$ cat src/rtl/clock_gen_pkg.sv
`default_nettype none
// ============================================================================
// clock_gen_pkg : shared constants and types for clock_gen_multi
// Rev 1.0
// ============================================================================
package clock_gen_pkg;

    localparam int C_DIV_W       = 8;
    localparam int C_DEFAULT_DIV = 1;

    typedef logic [C_DIV_W-1:0] div_t;

    typedef struct packed {
        div_t cnt;
        div_t div_cur;
        div_t div_pend;
        logic pending;
    } ch_state_t;

    // High-time that gives the closest-to-50% duty for a given divisor.
    function automatic int half_up(input int v);
        return (v + 1) / 2;
    endfunction

endpackage
`default_nettype wire

$ cat src/rtl/clock_gen_ch.sv
`default_nettype none
// ============================================================================
// clock_gen_ch : one divider channel (counter, divisor shadow, tick, clk_out)
// Optional macro CLOCK_GEN_DUTY_EN adds a programmable high-time.
// Rev 1.0
// ============================================================================
module clock_gen_ch
    import clock_gen_pkg::*;
#(
    parameter int DIV_W       = C_DIV_W,
    parameter int DEFAULT_DIV = C_DEFAULT_DIV
) (
    input  logic             clk,
    input  logic             rst,
    input  logic             enable_i,
    input  logic             wr_i,
    input  logic [DIV_W-1:0] div_val_i,
`ifdef CLOCK_GEN_DUTY_EN
    input  logic [DIV_W-1:0] hi_val_i,
`endif
    output logic             tick_o,
    output logic             clk_out_o,
    output logic             pending_o
);

    logic [DIV_W-1:0] cnt_q, cnt_d;
    logic [DIV_W-1:0] div_cur_q, div_cur_d;
    logic [DIV_W-1:0] div_pend_q, div_pend_d;
    logic             pending_q, pending_d;
    logic             tick_q, tick_d;
    logic             clk_out_q, clk_out_d;
`ifdef CLOCK_GEN_DUTY_EN
    logic [DIV_W-1:0] hi_cur_q, hi_cur_d;
    logic [DIV_W-1:0] hi_pend_q, hi_pend_d;
`endif

    logic             w_tc;
    logic             w_apply;
    logic [DIV_W-1:0] w_cnt_nxt;

    always_comb begin
        w_tc       = (cnt_q == div_cur_q);
        w_cnt_nxt  = w_tc ? '0 : cnt_q + DIV_W'(1);
        // Disabled or at terminal count: a safe moment to swap in a new divisor.
        w_apply    = !enable_i || w_tc;

        cnt_d      = '0;
        tick_d     = 1'b0;
        clk_out_d  = 1'b0;
        div_cur_d  = div_cur_q;
        div_pend_d = div_pend_q;
        pending_d  = pending_q;
`ifdef CLOCK_GEN_DUTY_EN
        hi_cur_d   = hi_cur_q;
        hi_pend_d  = hi_pend_q;
`endif

        if (enable_i) begin
            cnt_d  = w_cnt_nxt;
            tick_d = w_tc;
`ifdef CLOCK_GEN_DUTY_EN
            clk_out_d = (w_cnt_nxt < hi_cur_q);
`else
            clk_out_d = w_tc ? ~clk_out_q : clk_out_q;
`endif
        end

        if (w_apply) begin
            pending_d = 1'b0;
            if (wr_i) begin
                div_cur_d = div_val_i;
`ifdef CLOCK_GEN_DUTY_EN
                hi_cur_d  = hi_val_i;
`endif
            end else if (pending_q) begin
                div_cur_d = div_pend_q;
`ifdef CLOCK_GEN_DUTY_EN
                hi_cur_d  = hi_pend_q;
`endif
            end
        end else if (wr_i) begin
            div_pend_d = div_val_i;
            pending_d  = 1'b1;
`ifdef CLOCK_GEN_DUTY_EN
            hi_pend_d  = hi_val_i;
`endif
        end
    end

    always_ff @(posedge clk) begin
        if (rst) begin
            cnt_q      <= '0;
            tick_q     <= 1'b0;
            clk_out_q  <= 1'b0;
            pending_q  <= 1'b0;
            div_cur_q  <= DIV_W'(DEFAULT_DIV);
            div_pend_q <= '0;
`ifdef CLOCK_GEN_DUTY_EN
            hi_cur_q   <= DIV_W'(half_up(DEFAULT_DIV));
            hi_pend_q  <= '0;
`endif
        end else begin
            cnt_q      <= cnt_d;
            tick_q     <= tick_d;
            clk_out_q  <= clk_out_d;
            pending_q  <= pending_d;
            div_cur_q  <= div_cur_d;
            div_pend_q <= div_pend_d;
`ifdef CLOCK_GEN_DUTY_EN
            hi_cur_q   <= hi_cur_d;
            hi_pend_q  <= hi_pend_d;
`endif
        end
    end

    assign tick_o    = tick_q;
    assign clk_out_o = clk_out_q;
    assign pending_o = pending_q;

endmodule
`default_nettype wire

$ cat src/rtl/clock_gen_multi.sv
`default_nettype none
// ============================================================================
// clock_gen_multi : NUM_CH programmable clock-enable / derived-clock channels
// Optional macro CLOCK_GEN_DUTY_EN adds the hi_val duty-cycle input.
// Rev 1.0
// ============================================================================
module clock_gen_multi
    import clock_gen_pkg::*;
#(
    parameter int NUM_CH      = 4,
    parameter int DIV_W       = C_DIV_W,
    parameter int DEFAULT_DIV = C_DEFAULT_DIV,
    localparam int CH_W       = (NUM_CH > 1) ? $clog2(NUM_CH) : 1
) (
    input  logic              clk,
    input  logic              rst,
    input  logic [NUM_CH-1:0] enable,
    input  logic              div_wr,
    input  logic [CH_W-1:0]   div_ch,
    input  logic [DIV_W-1:0]  div_val,
`ifdef CLOCK_GEN_DUTY_EN
    input  logic [DIV_W-1:0]  hi_val,
`endif
    output logic [NUM_CH-1:0] tick,
    output logic [NUM_CH-1:0] clk_out,
    output logic [NUM_CH-1:0] pending
);

    // Channel indices at or beyond NUM_CH match no instance, so such writes drop.
    for (genvar i = 0; i < NUM_CH; i++) begin : g_ch
        logic w_wr;
        assign w_wr = div_wr && (div_ch == CH_W'(i));

        clock_gen_ch #(
            .DIV_W       (DIV_W),
            .DEFAULT_DIV (DEFAULT_DIV)
        ) u_ch (
            .clk       (clk),
            .rst       (rst),
            .enable_i  (enable[i]),
            .wr_i      (w_wr),
            .div_val_i (div_val),
`ifdef CLOCK_GEN_DUTY_EN
            .hi_val_i  (hi_val),
`endif
            .tick_o    (tick[i]),
            .clk_out_o (clk_out[i]),
            .pending_o (pending[i])
        );
    end

endmodule
`default_nettype wire

$ cat config.mk
export PLATFORM = sky130hd
export DESIGN_NAME = clock_gen_multi
export DESIGN_NICKNAME = d
export VERILOG_FILES = /design/src/rtl/clock_gen_pkg.sv /design/src/rtl/clock_gen_ch.sv /design/src/rtl/clock_gen_multi.sv
export SDC_FILE = /design/constraint.sdc
export NUM_CORES = 1
export LEC_CHECK = 0
export CAP_MARGIN = 30
export CORE_MARGIN = 4
export CORE_UTILIZATION = 46
export CTS_CLUSTER_SIZE = 8
export DETAILED_ROUTE_END_ITERATION = 7
export GPL_ROUTABILITY_DRIVEN = 0
export SKIP_LAST_GASP = 1
export SLEW_MARGIN = 20
export SYNTH_ARGS = -nofsm -noshare
export SYNTH_HDL_FRONTEND = slang
export SYNTH_HIERARCHICAL = 1
export SYNTH_SLANG_ARGS = --single-unit
$ cat constraint.sdc
create_clock -name clk -period 3.5 [get_ports clk]
set_input_delay 0.35 -clock clk [delete_from_list [all_inputs] [get_ports clk]]
set_output_delay 0.35 -clock clk [all_outputs]
set_load 0.005 [all_outputs]
# Word level (Yosys, flattened, before mapping)
# Index checks and enable logic that the tools add are counted.
[op_classes]
addsub = 4
eq_ne = 7
muxes = 8
bitwise_logic = 12
n_reduce_logical = 37
[ops]
columns = ["operator", "n"]
rows = [
  ["8-bit two-way mux", 8],
  ["8-bit by 1-bit adder with 8-bit output, second input constant", 4],
  ["8-bit == test", 4],
  ["2-bit AND reduction", 8],
  ["2-bit OR reduction", 8],
  ["1-bit inverter", 12],
  ["3-bit OR reduction", 4],
  ["2-bit nonzero test", 4],
  ["2-bit == test, second input constant", 2],
  ["1-bit logical AND", 4],
  ["1-bit logical NOT", 4],
  ["1-bit logical OR", 4],
  ["2-bit by 1-bit == test with 1-bit output, second input constant", 1],
  ["2-bit logical NOT", 1],
]
[totals]
regBits = 108
input_bits = 17
elab_cells = 92

# Longest topological paths before layout
[depth]
ltp_word = 4
mapped_depth = 5

# Modules after synthesis
# Netlist, hierarchy kept.
[by_module_without_submodules]
columns = ["mod", "n_inst", "cells_each", "area_per_inst_um2", "seq_area_each_um2"]
rows = [
  ["clock_gen_ch", 4, 149, 1403.8, 540.5],
  ["clock_gen_multi", 1, 4, 37.5, 0.0],
]

# Worst setup path after synthesis
# Ideal clock, no wire load.
[synth_timing]
kind = "input-to-reg"
from = "input div_ch[0]"
to = "register g_ch[0].u_ch.div_cur_q[6]"
setup_time_ns = 0.125
arrival_time_ns = 1.416
required_ns = 3.375
slack_ns = 1.959
path_stages = 5
path_buffers = 1
path_cell_list = "nor3b_2 buf_2 mux2_2 nor4b_1 nand3b_1"
[synth_between]
elab_chain_cells = 4
word_cells_on_any_way = 5
cone_classes = "mux (1); reduce/logical (4)"
[synth_lines]
columns = ["item", "line", "rtl"]
rows = [
  ["from (decl)", "clock_gen_multi.sv:19", "input logic [CH_W-1:0] div_ch,"],
  ["2-bit logical NOT (*)", "clock_gen_multi.sv:32", "assign w_wr = div_wr && (div_ch == CH_W'(i));"],
  ["1-bit logical AND (*)", "clock_gen_multi.sv:32", ""],
  ["2-bit nonzero test (no line)", "--", ""],
  ["2-bit AND reduction (no line)", "--", ""],
  ["to (signal assigned)", "clock_gen_ch.sv:96", "div_cur_q <= DIV_W'(DEFAULT_DIV);"],
  ["to (signal assigned)", "clock_gen_ch.sv:107", "div_cur_q <= div_cur_d;"],
  ["to (decl)", "clock_gen_ch.sv:27", "logic [DIV_W-1:0] div_cur_q, div_cur_d;"],
]
# Every way passes the cells marked *; elsewhere a longest branch is shown, timed or not.
# A chain may end at the register's enable or synchronous reset.

# Worst setup path after layout
[layout_timing]
from = "input div_ch[1]"
to = "register g_ch[2].u_ch.div_cur_q[0]"
[layout_between]
elab_chain_cells = 4
word_cells_on_any_way = 5
cone_classes = "eq/ne (1); mux (1); reduce/logical (3)"
[layout_lines]
columns = ["item", "line", "rtl"]
rows = [
  ["2-bit == test (*)", "clock_gen_multi.sv:32", ""],
  ["1-bit logical AND (*)", "clock_gen_multi.sv:32", ""],
  ["net g_ch[2].w_wr", "clock_gen_multi.sv:31", "logic w_wr;"],
  ["2-bit nonzero test (no line)", "--", ""],
  ["2-bit AND reduction (no line)", "--", ""],
  ["to (signal assigned)", "clock_gen_ch.sv:96", ""],
  ["to (signal assigned)", "clock_gen_ch.sv:107", ""],
  ["to (decl)", "clock_gen_ch.sv:27", ""],
]
# The timed path passes the listed nets; every way through them passes the cells marked *.

==> run metrics <==
worst setup path endpoint g_ch[2].u_ch/div_cur_q[0]; synth warn 6; Initial Util 47.1%; Setup crit start div_ch[1]; Clock Skew 0.00953 ns; cts repair resizes 0; cell family with most CP delay simple AND/OR/NAND/NOR gates; DP HPWL 8630 µm; FF-to-FF End g_ch[2].u_ch/clk_out_o; RSZ-0062 raised after global routing false; Design Power 2.79 mW; die footprint 14,100 µm²; min-delay worst type reg -> reg; area post-placement 6010 µm²; synthesized instance count 600; ANT cells 0; critical path's largest stage delay 0.72 ns; Tightest Pin Transition 0.885 ns; clk slew on worst S/H paths 0.07 ns; number of max-cap violations 0; Worst Path Buf+Inv 1; max-slew violations 0; clk sinks 108; Fill cells 1,130; die width 119 µm; fin worst setup slack 1.10 ns; Post CTS Setup Buffer Count 0; CP startpoint kind input pin; critical path depth 6; crit-path max FO 11; ranking of synthesized cells by area dfxtp_1, xnor2_1, mux2i_1; first-pass GRT wire length 21,300 µm; vias 4,461; Pwr Density 440 nW/µm²; Setup crit end kind flop; Avg Cell Area, Syn 9.42 µm²; CTS buffer count 9; Final Hold Fails 0; initial antenna violation count 0; critical path type in -> reg; Routed WL 12,600 µm; reg2reg path depth 4; reg2reg setup slack 1.78 ns; design area 6320 µm²; fmax 0.416 GHz; cell taking the most area after synthesis dfxtp_1; grt ovf 0; required time worst endpoint 3.71 ns; CTS tree done; Final Util 52.7%; Area growth syn-to-layout 11.9%; wire per inst 16.4 µm; register area share after synthesis 38.2%; CP Cell Sequence clkdlybuf4s50_1 > and3b_1 > nor2_2 > nor3_1 > a22o_1 > a311oi_1; post-route antenna net violation count 0; final worst path period share 68.6%; Lkg Pwr 2.06 nW; flops & latches, synth 108; Ports 29; vias in the first global route 4,201; Netlist cell types 33; Final Setup Violations 0; clock root cell clkbuf_16; H-tree depth 3; 1st-pass router iterations 5; post-synth top area share 38.2%; worst rel slew slack 40.5%; Slowest cell on crit path nor3_1; CP arrival 2.61 ns; Cell Area, Synth 5650 µm²; Setup TNS 0 ns; syn nets 621; Layout Nets 636; # DRC 0; status complete, no violations; reg2reg start g_ch[2].u_ch/cnt_q[2]; Die H 119 µm; Final min period 2.40 ns; Tot GR Track Use 18.4%; Clock Latency Late Sink 0.35 ns; Worst VDD drop 0.000275 V; largest net degree at the start of global routing 33; Port Buf Inserts 28; core area 12,000 µm²; starting DRC count in detailed routing 325; DR vias/cell 5.82; CTS Hold Bufs 0; proportion of layout cells with a drive suffix above 1 11.9%; Place WS 0.729 ns; row count 40; Max clock buf depth 2
==> synthesized netlist by cell type <==
library cell and number:
a21o_1 4, a21oi_1 4, a21oi_4 4, a22o_1 4, a311oi_1 4, a32oi_1 28, and3_2 1, and3b_1 2
and4_1 4, and4_4 4, buf_2 12, buf_6 4, clkbuf_1 16, dfxtp_1 108, ha_1 4, inv_1 8
mux2_2 28, mux2i_1 36, nand2_1 88, nand3_1 8, nand3b_1 28, nand4_2 8, nor2_1 52, nor2_2 4
nor3_1 8, nor3b_2 1, nor4b_1 32, o2111ai_1 28, o21ai_0 4, o21ai_1 4, or3_1 4, xnor2_1 48
xor2_1 8
==> sequential cells by signal, indices dropped and copies added, names as in the netlist <==
name / flops
g_ch.u_ch/div_cur_q: 32
g_ch.u_ch/div_pend_q: 32
g_ch.u_ch/clk_out_o: 4
g_ch.u_ch/tick_o: 4
g_ch.u_ch/cnt_q: 32
g_ch.u_ch/pending_o: 4
==> through the flow <==
stage | std cells | hold WS [ns]
3_3_place_gp | 751 | 0.439
6_report | 767 | 0.456
5_1_grt | 767 | 0.471
3_5_place_dp | 751 | 0.444
4_1_cts | 767 | 0.459
2_1_floorplan | 600 | 0.432
==> final cells by class <==
class	count	area, µm²	area share, %
Multi-Input combinational cell	452	3300	52.1
Sequential cell	108	2160	34.2
Timing Repair Buffer	36	340	5.38
Clock buffer	11	253	4.00
Tap cell	147	184	2.91
Clock inverter	5	60.1	0.950
Inverter	8	30.0	0.475
==> layout by cell type (no fill, tap or decap), drive strengths merged, types with 8 or more instances in the layout <==
| cell type | synthesis | final |
|---|---|---|
| nand4 | 8 | 8 |
| nand2 | 88 | 88 |
| nor2 | 56 | 56 |
| o21ai | 8 | 8 |
| nor4b | 32 | 32 |
| and4 | 8 | 8 |
| xor2 | 8 | 8 |
| nand3 | 8 | 8 |
| mux2 | 28 | 28 |
| buf | 16 | 8 |
| o2111ai | 28 | 28 |
| nor3 | 8 | 8 |
| a32oi | 28 | 28 |
| a21oi | 8 | 8 |
| clkbuf | 16 | 11 |
| dfxtp | 108 | 108 |
| nand3b | 28 | 28 |
| clkdlybuf4s50 | 0 | 28 |
| xnor2 | 48 | 48 |
| inv | 8 | 8 |
| mux2i | 36 | 36 |
==> power breakdown <==
part           total (mW)  switching [mW]  internal (mW)
clock                1.06           0.462          0.595
combinational       0.423           0.270          0.153
sequential           1.31          0.0340           1.27
==> kinds of logic after synthesis <==
kind of cell,Yosys count,share of synthesized area [%]
compound gates,84,12.7
xor+xnor,56,8.68
fa+ha+maj,4,0.885
buf+inv,40,3.45
flops,108,38.2
mux,64,12.0
simple gates,244,24.1
==> per-layer routing <==
layer | GRT usage, % | part of all wire, % | vias up
li1 | - | - | 2242
met1 | 25.7 | 49 | 2148
met2 | 28.5 | 47 | 64
met3 | 4.89 | 3.1 | 7
met4 | 3.98 | 0.65 | 0
met5 | 0 | 0 | -
==> worst min-delay path by stage <==
stage	cells after the start	slack (ns)	start	endpoint
after floorplan	2	0.43	g_ch[0].u_ch/div_pend_q[1]	g_ch[0].u_ch/div_pend_q[1]
after global placement	2	0.44	g_ch[3].u_ch/div_pend_q[2]	g_ch[3].u_ch/div_pend_q[2]
after detailed placement	2	0.44	g_ch[2].u_ch/div_pend_q[5]	g_ch[2].u_ch/div_pend_q[5]
after CTS	2	0.46	g_ch[2].u_ch/div_pend_q[2]	g_ch[2].u_ch/div_pend_q[2]
after global routing	2	0.47	g_ch[0].u_ch/div_pend_q[6]	g_ch[0].u_ch/div_pend_q[6]
final	2	0.46	g_ch[1].u_ch/div_pend_q[7]	g_ch[1].u_ch/div_pend_q[7]
==> worst reg2reg max path, cell delays in order (launching register included) <==
cell     delay [ns]
dfxtp_1        0.43
xnor2_1        0.20
nand4_2        0.42
or3_1          0.48
a21oi_1        0.13
Power figures use the tool's default switching activity.
